$ cat src/rtl/instr_issuer_pkg.sv
// Shared definitions for the instruction issuer and its program FIFO.
//   INSTR_SIZE     : width of one controller instruction
//   LAST_BIT       : bit that marks the final instruction of a job
//   issuer_state_e : issuer job state
//   is_last()      : tests the LAST flag of an instruction word
package instr_issuer_pkg;

  localparam int INSTR_SIZE = 32;
  localparam int LAST_BIT   = INSTR_SIZE - 1;

  typedef enum logic [1:0] {
    ST_IDLE  = 2'd0,
    ST_ISSUE = 2'd1,
    ST_DRAIN = 2'd2
  } issuer_state_e;

  function automatic logic is_last(input logic [INSTR_SIZE-1:0] word);
    return word[LAST_BIT];
  endfunction

endpackage

$ cat src/rtl/instr_issuer_fifo.sv
// Synchronous FIFO that holds instruction words. It has full, empty and count flags,
// and it is written generically so that it can also serve on the decoder side.
//   clk, rst     : clock and asynchronous active-low reset (pointers and count only)
//   push/wr_data : write request. It is ignored when the FIFO is full.
//   pop/rd_data  : read request. It is ignored when the FIFO is empty. rd_data shows the head entry.
//   full/empty   : occupancy flags
//   count        : number of stored entries
module instr_fifo
  import instr_issuer_pkg::*;
#(
  parameter int DEPTH = 16,
  parameter int WIDTH = INSTR_SIZE
) (
  input  logic                       clk,
  input  logic                       rst,
  input  logic                       push,
  input  logic [WIDTH-1:0]           wr_data,
  input  logic                       pop,
  output logic [WIDTH-1:0]           rd_data,
  output logic                       full,
  output logic                       empty,
  output logic [$clog2(DEPTH):0]     count
);

  localparam int PTR_W = $clog2(DEPTH);
  localparam int CNT_W = PTR_W + 1;

  logic [WIDTH-1:0] mem [DEPTH];
  logic [PTR_W-1:0] wr_ptr;
  logic [PTR_W-1:0] rd_ptr;
  logic             do_push;
  logic             do_pop;

  assign full    = (count == CNT_W'(DEPTH));
  assign empty   = (count == '0);
  assign do_push = push && !full;
  // An empty FIFO cannot pop. For this reason a word written while the FIFO is empty is never bypassed.
  assign do_pop  = pop && !empty;
  assign rd_data = mem[rd_ptr];

  always_ff @(posedge clk or negedge rst) begin
    if (!rst) begin
      wr_ptr <= '0;
      rd_ptr <= '0;
      count  <= '0;
    end else begin
      if (do_push) wr_ptr <= wr_ptr + PTR_W'(1);
      if (do_pop)  rd_ptr <= rd_ptr + PTR_W'(1);
      case ({do_push, do_pop})
        2'b10:   count <= count + CNT_W'(1);
        2'b01:   count <= count - CNT_W'(1);
        default: count <= count;
      endcase
    end
  end

  // The storage array has no reset. The reset pointers already mark every entry as stale.
  always_ff @(posedge clk) begin
    if (do_push) mem[wr_ptr] <= wr_data;
  end

endmodule

$ cat src/rtl/instr_issuer.sv
// Producer end of the controller instruction interface. A program loaded by the host
// is buffered in a FIFO. After go, the issuer writes the program into the controller's
// decoder under credit flow control and holds start for the duration of the job.
//   clk, rst          : clock and asynchronous active-low reset
//   prog_valid/ready  : host load handshake (ready = FIFO not full)
//   prog_instr        : host instruction. The top bit is the LAST flag.
//   go                : pulse that starts issuing the buffered program. It is honoured only in IDLE.
//   rd_nxt_inst       : the decoder freed one slot, so one credit returns
//   ready             : the controller is idle
//   instr_valid/instr : one-cycle decoder write strobe and its instruction
//   start             : job request to the controller
//   busy              : the issuer is not idle
//   done              : one-cycle pulse at the end of a job
//   credit_err        : sticky flag. A credit was returned while all credits were already home.
//   issued_cnt        : number of instructions issued since reset. The count wraps.
module instr_issuer
  import instr_issuer_pkg::*;
#(
  parameter int FIFO_DEPTH = 16,
  parameter int DEC_DEPTH  = 4,
  parameter int CNT_W      = 16
) (
  input  logic                  clk,
  input  logic                  rst,
  input  logic                  prog_valid,
  output logic                  prog_ready,
  input  logic [INSTR_SIZE-1:0] prog_instr,
  input  logic                  go,
  input  logic                  rd_nxt_inst,
  input  logic                  ready,
  output logic                  instr_valid,
  output logic [INSTR_SIZE-1:0] instr,
  output logic                  start,
  output logic                  busy,
  output logic                  done,
  output logic                  credit_err,
  output logic [CNT_W-1:0]      issued_cnt
);

  localparam int              CR_W    = $clog2(DEC_DEPTH + 1);
  localparam logic [CR_W-1:0] CR_FULL = CR_W'(DEC_DEPTH);

  issuer_state_e                 state;
  logic [CR_W-1:0]               credits;
  logic                          fifo_full;
  logic                          fifo_empty;
  logic [INSTR_SIZE-1:0]         fifo_head;
  logic [$clog2(FIFO_DEPTH):0]   fifo_count_unused;
  logic                          issue;
  logic                          credit_ret;

  assign prog_ready = !fifo_full;
  assign busy       = (state != ST_IDLE);
  assign issue      = (state == ST_ISSUE) && !fifo_empty && (credits != '0);
  // A credit that returns while all credits are already home is spurious. It is dropped.
  assign credit_ret = rd_nxt_inst && (credits != CR_FULL);

  instr_fifo #(
    .DEPTH (FIFO_DEPTH),
    .WIDTH (INSTR_SIZE)
  ) u_fifo (
    .clk     (clk),
    .rst     (rst),
    .push    (prog_valid),
    .wr_data (prog_instr),
    .pop     (issue),
    .rd_data (fifo_head),
    .full    (fifo_full),
    .empty   (fifo_empty),
    .count   (fifo_count_unused)
  );

  always_ff @(posedge clk or negedge rst) begin
    if (!rst) begin
      state       <= ST_IDLE;
      credits     <= CR_FULL;
      instr_valid <= 1'b0;
      instr       <= '0;
      start       <= 1'b0;
      done        <= 1'b0;
      credit_err  <= 1'b0;
      issued_cnt  <= '0;
    end else begin
      instr_valid <= 1'b0;
      done        <= 1'b0;

      if (rd_nxt_inst && (credits == CR_FULL)) credit_err <= 1'b1;

      case ({issue, credit_ret})
        2'b10:   credits <= credits - CR_W'(1);
        2'b01:   credits <= credits + CR_W'(1);
        default: credits <= credits;
      endcase

      // Issue stage: the popped head is registered onto the decoder write port.
      if (issue) begin
        instr       <= fifo_head;
        instr_valid <= 1'b1;
        issued_cnt  <= issued_cnt + CNT_W'(1);
      end

      case (state)
        ST_IDLE: begin
          if (go) begin
            if (!fifo_empty) state <= ST_ISSUE;
            else             done  <= 1'b1;
          end
        end
        ST_ISSUE: begin
          // start rises together with the first strobe of the job.
          if (issue) begin
            start <= 1'b1;
            if (is_last(fifo_head)) state <= ST_DRAIN;
          end
        end
        ST_DRAIN: begin
          // First phase: wait until the decoder returns every slot, then drop start.
          // Second phase: start is already low, so wait for the controller to go idle.
          if (start) begin
            if (credits == CR_FULL) start <= 1'b0;
          end else if (ready) begin
            done  <= 1'b1;
            state <= ST_IDLE;
          end
        end
        default: state <= ST_IDLE;
      endcase
    end
  end

endmodule
$ cat config.mk
export PLATFORM = sky130hd
export DESIGN_NAME = instr_issuer
export DESIGN_NICKNAME = d
export VERILOG_FILES = /design/src/rtl/instr_issuer_pkg.sv /design/src/rtl/instr_issuer_fifo.sv /design/src/rtl/instr_issuer.sv
export SDC_FILE = /design/constraint.sdc
export NUM_CORES = 1
export LEC_CHECK = 0
export CAP_MARGIN = 25
export CORE_MARGIN = 2
export CORE_UTILIZATION = 35
export CTS_CLUSTER_DIAMETER = 60
export DETAILED_ROUTE_END_ITERATION = 8
export DONT_BUFFER_PORTS = 1
export HOLD_SLACK_MARGIN = 0.1
export SYNTH_ARGS = -nofsm -noshare
export SYNTH_HDL_FRONTEND = slang
export SYNTH_SLANG_ARGS = --single-unit
$ cat constraint.sdc
create_clock -name clk -period 5.2 [get_ports clk]
set_input_delay 0.78 -clock clk [delete_from_list [all_inputs] [get_ports clk]]
set_output_delay 0.78 -clock clk [all_outputs]
set_load 0.005 [all_outputs]
==> results.cfg, run 1 <==
[worst_setup_path]
worstPathRequired_ps = 5720
worst-setup-path-type = reg -> reg
end_kind = register
start_kind = register
cp.buffers_inverters = 2
cp_data_arrival_time_ps = 4000
cp_slowest_stage_delay_ps = 560
cp_cell_sequence = nor4_1, and2_1, or4_4, inv_1, ha_1, xor2_1, ha_1, inv_1, o21ai_0, a21o_1, a221oi_1, xnor2_1
crit_family = simple AND/OR/NAND/NOR gates
cpMaxStageDelayCell = or4_4
crit_fanout = 39

[global_route]
grt_pass1_vias = 10813
grt-ovfl-total = 0
grt_pass1_wl_mm = 72.1
grt_usage_pct = 14.8
antenna_found_initial = 0
grt_max_degree = 71

[min_path]
hp-class = in -> reg

[power_and_ir_drop]
p_int_mw = 9.61
combPwrFrac_pct = 24.0
leakage_nw = 8.23
swShare_pct = 29.4
peakVddDrop_mv = 0.305
p_seq_share_pct = 46.8
p_clk_share_pct = 29.2
power_density_nw_per_um2 = 538
power.switching_mw = 4.01
power_mw = 13.6

[final_layout]
layout.nets = 1123
final_common_cell = edfxtp_1
area_growth_pct = 13.4
final_cell_mix = edfxtp_1, mux4_2, dfrtp_1, mux2i_1, clkbuf_16
drive_gt1_share_pct = 23.5
diodes = 0
multi_input_area_um2 = 5000
fillers = 5597
fin_cells = 1967
seqCellArea_um2 = 17100

[placement]
dp_cells = 1857
dp.final_hpwl_mm = 26.4
place_congestion = 0.726
port_buffers = 0

[die]
die_x_um = 257
start_util_pct = 35.4
boundaryPins = 92
die_h_um = 257
rows = 92
coreArea_um2 = 63100
dieArea_um2 = 65800

[clock_network]
clk_pin_slew_worst_paths_ps = 70
cts_max_level = 2
cts_tree = done
cts_buffers = 58
clk_latency_ps = 610
postCtsSetupBuffers = 0
cts_resized = 0
postCtsHoldBufs = 2
clock-root-buffer = clkbuf_16
cts.sinks = 582
cts_buffer_depth = 3

[detailed_routing]
initialDrtViolationCount = 960
drt-vias-per-instance = 5.23
drt_first_pass_iters = 5
vias = 10287
routedWlPerCell_um = 24.5
drc = 0
ant_nets = 0
wirelength_mm = 48.2

[timing]
min_period_ps = 3480
post-route-period-util_pct = 66.9
fmax_ghz = 0.288
tns_ps = 0
fin_hold_ws_ps = 260
setup_violations = 0
slew_viol_final = 0
grt_setup_unrepaired = no
relSlewSlack_pct = 27.7
finalHoldViolCount = 0
worst_slew_pin_slew_ps = 1080
fin_skew_ps = 16.8

[yosys]
synthTopCellsByArea = edfxtp_1, mux4_2, dfrtp_1, mux2i_1, o221ai_1
synthDistinctLibCells = 46
yosysWarnings = 0
synth_edf_count = 512
synth_top_cell_area_share_pct = 68.8
syn-instance-count = 1042
synthesis.area_um2 = 22300
synth_fp_nets = 1092
yosys.area.top_type = edfxtp_1
ys_ff_latch = 582
yosysSeqAreaShare_pct = 76.7
synth_flop_cell = edfxtp_1
async_flop_share_pct = 12.0
syn_area_per_cell_um2 = 21.4

[flow_run]
maxCapViolCount = 0

[run_status]
status = finished clean
-- path summary, 6_finish.rpt --
path	start	endpoint	slack [ps]	cells past startpoint
worst min-delay path	prog_instr[13]	u_fifo.mem[13][13]$_DFFE_PP_	260	0
min in group asynchronous	rst	u_fifo.count[4]$_DFFE_PN0P_	750	2
worst max-delay path	u_fifo.count[1]$_DFFE_PN0P_	u_fifo.count[4]$_DFFE_PN0P_	1720	12
max in group asynchronous	rst	u_fifo.rd_ptr[1]$_DFFE_PN0P_	4080	2
worst max register to register	u_fifo.count[1]$_DFFE_PN0P_	u_fifo.count[4]$_DFFE_PN0P_	1720	12
worst min register to register	state[0]$_DFFE_PN0P_	done$_DFF_PN0_	480	1
-- flip-flops by register name, indices dropped and copies added, names as in the netlist --
name and flops:
u_fifo.mem 512, instr 32, issued_cnt 16, u_fifo.count 5
u_fifo.rd_ptr 4, u_fifo.wr_ptr 4, credits 3, state 2
credit_err 1, done 1, instr_valid 1, start 1
-- cells in the mapped netlist (6+ instances only) --
| cell | n |
|---|---|
| edfxtp_1 | 512 |
| xnor2_1 | 20 |
| xor2_1 | 9 |
| nor2_1 | 15 |
| nand2_1 | 58 |
| clkbuf_1 | 27 |
| o221ai_1 | 31 |
| mux4_2 | 128 |
| dfrtp_1 | 69 |
| nor3_1 | 6 |
| mux2i_1 | 63 |
| ha_1 | 11 |
| inv_1 | 8 |
| buf_2 | 21 |
-- metal layers --
layer / part of all wire (%) / wire length, um / global-route usage, %
met1: 43 / 20800 / 20.1
met3: 6.7 / 3200 / 4.08
met2: 49 / 23400 / 23.9
met5: 0 / 0 / 0
met4: 1.4 / 690 / 3.02
-- power by group through the flow --
stage | clock, mW | combinational (mW) | sequential, mW
floorplan | 0 | 2.75 | 6.03
global placement | 0 | 3.25 | 6.48
detailed placement | 0 | 3.32 | 6.50
CTS | 4.07 | 3.35 | 6.41
global route | 4.25 | 3.57 | 6.47
finish | 3.97 | 3.27 | 6.37
-- final cells by class --
cell class	count	area share, %
Inverter	9	0.133
Multi-Input combinational cell	395	19.8
Timing Repair Buffer	27	1.12
Clock buffer	92	6.52
Tap cell	846	4.18
Sequential cell	582	67.7
Clock inverter	16	0.608
-- logic make-up (layout without fill, tap and decap cells) --
family | count (synthesis) | after routing | synth area share [%]
flops | 582 | 582 | 76.7
mux | 193 | 193 | 15.8
simple gates | 111 | 111 | 2.41
buf+inv | 65 | 144 | 1.40
compound gates | 49 | 49 | 1.74
xor+xnor | 30 | 30 | 1.21
fa+ha+maj | 12 | 12 | 0.706
-- per-stage QoR --
stage | utilization (%) | setup WS, ps | cell area, um2
floorplan | - | 1210 | 22300
global placement | 37.2 | 1770 | 23500
detailed placement | 37.2 | 1740 | 23500
CTS | 40.1 | 1720 | 25300
global route | 40.1 | 1430 | 25300
finish | 40.1 | 1720 | 25300
Note: power is estimated with default switching activity, not from simulation.
==> run 2: changes to the inputs <==
clock period = 2.85 ns   (was 5.2 ns; I/O delays follow)
==> results.cfg, run 2 (synthesis gave the netlist of run 1 again) <==
[min_path]
min_path_cells = 3
hp-class = in -> reg
hold_end = credits[0]$_DFFE_PN0P_
hold_start = rd_nxt_inst

[final_layout]
largest_reg_flops = 512
final_cell_mix = edfxtp_1, mux4_2, dfrtp_1, mux2i_1, clkbuf_16
fillers = 5522
top_regs = u_fifo.mem x512, instr x32, issued_cnt x16
area_growth_pct = 18.0
layout.nets = 1192
final_common_cell = edfxtp_1
fin_area_um2 = 26300
drive_gt1_share_pct = 25.9
fin_cells = 2040
top_register = u_fifo.mem

[clock_network]
clk_latency_ps = 660
cts_buffers = 60
clock-root-buffer = clkbuf_16
cts_tree = done
cts_max_level = 2
clk_pin_slew_worst_paths_ps = 60
cts_buffer_depth = 3
cts.sinks = 582

[detailed_routing]
drt-vias-per-instance = 5.12
initialDrtViolationCount = 777
drc = 0
wl_met1_mm = 21.7
drt_first_pass_iters = 5
dr_wl_met2_mm = 24.1
vias = 10438
routedWlPerCell_um = 24.2
dr_wl_met3_mm = 2.69
wirelength_mm = 49.3
ant_nets = 0
routed.top_layer = met5

[timing]
slew_viol_final = 0
min_period_ps = 2640
fmax_ghz = 0.378
fin_hold_ws_ps = 258
finalHoldViolCount = 0
grt_setup_unrepaired = no
setup_violations = 0
worst_slew_pin_slew_ps = 958
layout_setup_ws_ps = 206
fin_skew_ps = 53.1
relSlewSlack_pct = 36.0
post-route-period-util_pct = 92.8

[die]
boundaryPins = 92
start_util_pct = 35.4
coreArea_um2 = 63100
die_h_um = 257
die_x_um = 257
dieArea_um2 = 65800
rows = 92

[flow_run]
maxCapViolCount = 0

[placement]
dp_cells = 1888
dp.final_hpwl_mm = 27.7
place_congestion = 0.741
port_buffers = 0
dp_slack_ps = 123
post_dp_cell_area_um2 = 23900

[global_route]
grt_pass1_wl_mm = 73.1
grt-ovfl-total = 0
grt_pass1_vias = 10954
grt_usage_pct = 15.0
antenna_found_initial = 4
grt_max_degree = 71

[run_status]
status = finished clean

[worst_setup_path]
worst-setup-path-type = reg -> reg
crit_fanout = 4
worstPathRequired_ps = 3390
timing.rr.end = u_fifo.count[4]$_DFFE_PN0P_
end_kind = register
rr_worst_depth = 12
start_kind = register
r2r_slack_ps = 210
cp_data_arrival_time_ps = 3190
r2r_start = u_fifo.count[3]$_DFFE_PN0P_

[power_and_ir_drop]
power_mw = 26.1
peakVddDrop_mv = 0.616
power_density_nw_per_um2 = 991
leakage_nw = 8.69
## run 2: cell count changes in the layout (fill, tap and decap cells not counted), moves of 2 or more
cell,change
nor3_2,-4
nor3_4,+4
clkbuf_8,+7
dlygate4sd3_1,+36
clkinv_1,+4
buf_12,+17
clkinv_2,+2
clkbuf_1,-11
clkinv_16,+2
buf_4,+15
## run 2: final cells by class
cell class | count | area, um2 | share of cell area [%]
Clock buffer | 89 | 1730 | 6.57
Multi-Input combinational cell | 395 | 5050 | 19.2
Inverter | 9 | 33.8 | 0.128
Sequential cell | 582 | 17100 | 65.1
Timing Repair Buffer | 94 | 1070 | 4.06
Antenna cell | 1 | 2.50 | 0.00950
Clock inverter | 24 | 264 | 1.00
Tap cell | 846 | 1060 | 4.02
## run 2: stage by stage
stage               setup TNS [ps]  utilization (%)
floorplan                   -21730                -
global placement                 0             37.9
detailed placement               0             37.9
CTS                              0             41.7
global route                     0             41.8
finish                           0             41.8
## run 2: metal layers
metal,track usage [%],vias to the layer above
met1,20.4,5634
met5,0,-
li1,-,4489
met2,24.4,251
met3,3.30,58
met4,3.71,6
## run 2: critical path: stages (launching register included)
cell	delay [ps]
dfrtp_1	420
nor4_4	70
and2_1	180
or4_4	510
inv_1	100
ha_1	180
xor2_1	80
ha_1	210
inv_1	60
o21ai_0	80
a21o_1	190
a221oi_1	330
xnor2_1	160
## run 2: power breakdown
part | internal, mW | switching (mW) | total, mW | leakage, nW
Sequential | 10.5 | 0.931 | 11.4 | 5.49
Clock | 4.49 | 3.29 | 7.78 | 0.972
Combinational | 3.32 | 3.58 | 6.91 | 2.23
Total | 18.3 | 7.80 | 26.1 | 8.69
## run 2: worst max-delay path by stage
stage          slack [ps]                           to                        start  cells past startpoint
6_report              210  u_fifo.count[4]$_DFFE_PN0P_  u_fifo.count[3]$_DFFE_PN0P_                     12
5_1_grt                10  u_fifo.count[4]$_DFFE_PN0P_  u_fifo.count[2]$_DFFE_PN0P_                     12
4_1_cts               110  u_fifo.count[4]$_DFFE_PN0P_  u_fifo.count[0]$_DFFE_PN0P_                     12
3_5_place_dp          120  u_fifo.mem[1][17]$_DFFE_PP_  u_fifo.count[0]$_DFFE_PN0P_                      7
3_3_place_gp          110  u_fifo.count[4]$_DFFE_PN0P_  u_fifo.count[0]$_DFFE_PN0P_                     12
2_1_floorplan        -100  u_fifo.mem[15][0]$_DFFE_PP_  u_fifo.count[1]$_DFFE_PN0P_                      7
## run 2: what timing repair did
action,4_1_cts,5_1_grt
endpoints found under the setup margin,0,6
gates resized for setup,0,3
hold buffers,38,0
buffers inserted,0,0
hold endpoints to repair,586,0
==> run 3: changes to the inputs <==
CORE_UTILIZATION = 33   (was 35)
==> results.cfg, run 3 (synthesis gave the netlist of run 1 again) <==
[run_status]
status = finished clean

[final_layout]
fin_cells = 2047
top_regs = u_fifo.mem x512, instr x32, issued_cnt x16
fillers = 5946
fin_util_pct = 39.1
drive_gt1_share_pct = 25.0
largest_reg_flops = 512
top_register = u_fifo.mem
layout.nets = 1171
area_growth_pct = 17.5
final_cell_mix = edfxtp_1, mux4_2, dfrtp_1, mux2i_1, clkbuf_16
final_common_cell = edfxtp_1

[detailed_routing]
initialDrtViolationCount = 811
routedWlPerCell_um = 23.6
ant_nets = 0
vias = 10418
drc = 0
drt-vias-per-instance = 5.09
drt_first_pass_iters = 5
wirelength_mm = 48.3

[worst_setup_path]
cp_slowest_stage_delay_ps = 470
cp_cell_sequence = nor4_4, and2_1, or4_4, inv_1, ha_1, buf_4, ha_1, a21o_1, a221oi_2, xnor2_1
cpMaxStageDelayCell = dfrtp_2
worstPathRequired_ps = 3390
end_kind = register
worst-setup-path-type = reg -> reg
start_kind = register
cpMostUsedCell = ha_1
crit_fanout = 8
cp_data_arrival_time_ps = 3190

[global_route]
grt_usage_pct = 13.9
busiest_layer = met2
grt-ovfl-total = 0
met1_usage_pct = 17.8
antenna_found_initial = 5
grt_pass1_wl_mm = 72.3
grt_max_degree = 71
use_met3_pct = 3.77
grt_pass1_vias = 10996
use_met2_pct = 23.3

[timing]
min_period_ps = 2650
worst_slew_pin_slew_ps = 852
grt_setup_unrepaired = no
fin_hold_ws_ps = 233
setup_violations = 0
post-route-period-util_pct = 92.9
slew_viol_final = 0
relSlewSlack_pct = 43.1
fin_skew_ps = 20.6
fmax_ghz = 0.378
finalHoldViolCount = 0
tns_ps = 0

[power_and_ir_drop]
power_density_nw_per_um2 = 982
p_clk_share_pct = 29.9
power_mw = 25.8
swShare_pct = 29.9
p_seq_share_pct = 43.7
combPwrFrac_pct = 26.4
p_int_mw = 18.1
peakVddDrop_mv = 0.529
leakage_nw = 8.59
power.switching_mw = 7.71

[clock_network]
cts.sinks = 582
cts_buffers = 59
postCtsSetupBuffers = 0
clk_pin_slew_worst_paths_ps = 60
cts_buffer_depth = 3
clk_latency_ps = 630
clock-root-buffer = clkbuf_16
cts_max_level = 2
cts_tree = done

[die]
die_x_um = 264
dieArea_um2 = 69800
die_h_um = 264
rows = 95
coreArea_um2 = 67000
boundaryPins = 92
start_util_pct = 33.3

[placement]
place_congestion = 0.716
dp.final_hpwl_mm = 26.6
dp_cells = 1894
port_buffers = 0

[min_path]
hp-class = in -> reg

[flow_run]
maxCapViolCount = 0
==> run 3: cell types whose count changed in the layout (fill, tap and decap cells not counted), sizes merged <==
cell / before / now
bufinv: 3 / 4
buf: 57 / 37
clkinvlp: 2 / 3
clkbuf: 89 / 83
clkinv: 17 / 15
inv: 11 / 16
diode: 1 / 2
==> run 3: path summary, 6_finish.rpt <==
kind | start | to | slack [ps] | depth (start not counted)
worst max register to register | u_fifo.count[2]$_DFFE_PN0P_ | u_fifo.count[4]$_DFFE_PN0P_ | 200 | 10
min in group asynchronous | rst | instr[19]$_DFFE_PN0P_ | 460 | 2
worst min register to register | credit_err$_DFFE_PN0P_ | credit_err$_DFFE_PN0P_ | 480 | 1
max in group asynchronous | rst | u_fifo.rd_ptr[3]$_DFFE_PN0P_ | 2040 | 2
worst min-delay path | rd_nxt_inst | credits[0]$_DFFE_PN0P_ | 230 | 3
worst max-delay path | u_fifo.count[2]$_DFFE_PN0P_ | u_fifo.count[4]$_DFFE_PN0P_ | 200 | 10
==> run 3: power groups by stage <==
stage / sequential, mW / combinational [mW] / clock [mW]
3_3_place_gp: 11.4 / 6.68 / 0
4_1_cts: 11.3 / 6.96 / 7.90
3_5_place_dp: 11.5 / 6.76 / 0
5_1_grt: 11.4 / 7.40 / 8.24
2_1_floorplan: 11.0 / 5.06 / 0
6_report: 11.3 / 6.80 / 7.72
==> run 3: worst max-delay path: cells and delay by family, from the launching register on <==
family	cells	cell delay (ps)
adder cells (fa/ha/maj)	2	530
AND/OR/NAND/NOR	3	740
AO/OA/AOI/OAI	2	470
XOR/XNOR	1	140
flip-flops	1	470
buffers and inverters	2	230
==> run 3: repair_timing <==
item	CTS	global route
gates resized for setup	0	3
setup endpoints to repair	0	1
hold buffers	38	0
hold endpoints to repair	586	0
==> run 3: area by class of cell <==
type	instances	area, um2	area share, %
Antenna cell	2	5.00	0.0191
Timing Repair Buffer	74	951	3.62
Clock buffer	83	1640	6.24
Clock inverter	29	323	1.23
Tap cell	873	1090	4.16
Inverter	9	33.8	0.129
Multi-Input combinational cell	395	5050	19.3
Sequential cell	582	17100	65.3
==> run 3: through the flow <==
step	setup slack (ps)	area, um2
after CTS	106	26200
after floorplan	-103	22400
final	202	26200
after detailed placement	114	23800
after global routing	4.21	26200
after global placement	138	23800
==> run 3: metal layers <==
| layer | wire, um | part of all wire [%] | up-vias |
|---|---|---|---|
| li1 | - | - | 4434 |
| met1 | 20100 | 42 | 5617 |
| met2 | 24100 | 50 | 282 |
| met3 | 3100 | 6.4 | 79 |
| met4 | 1040 | 2.1 | 6 |
| met5 | 37 | 0.077 | - |
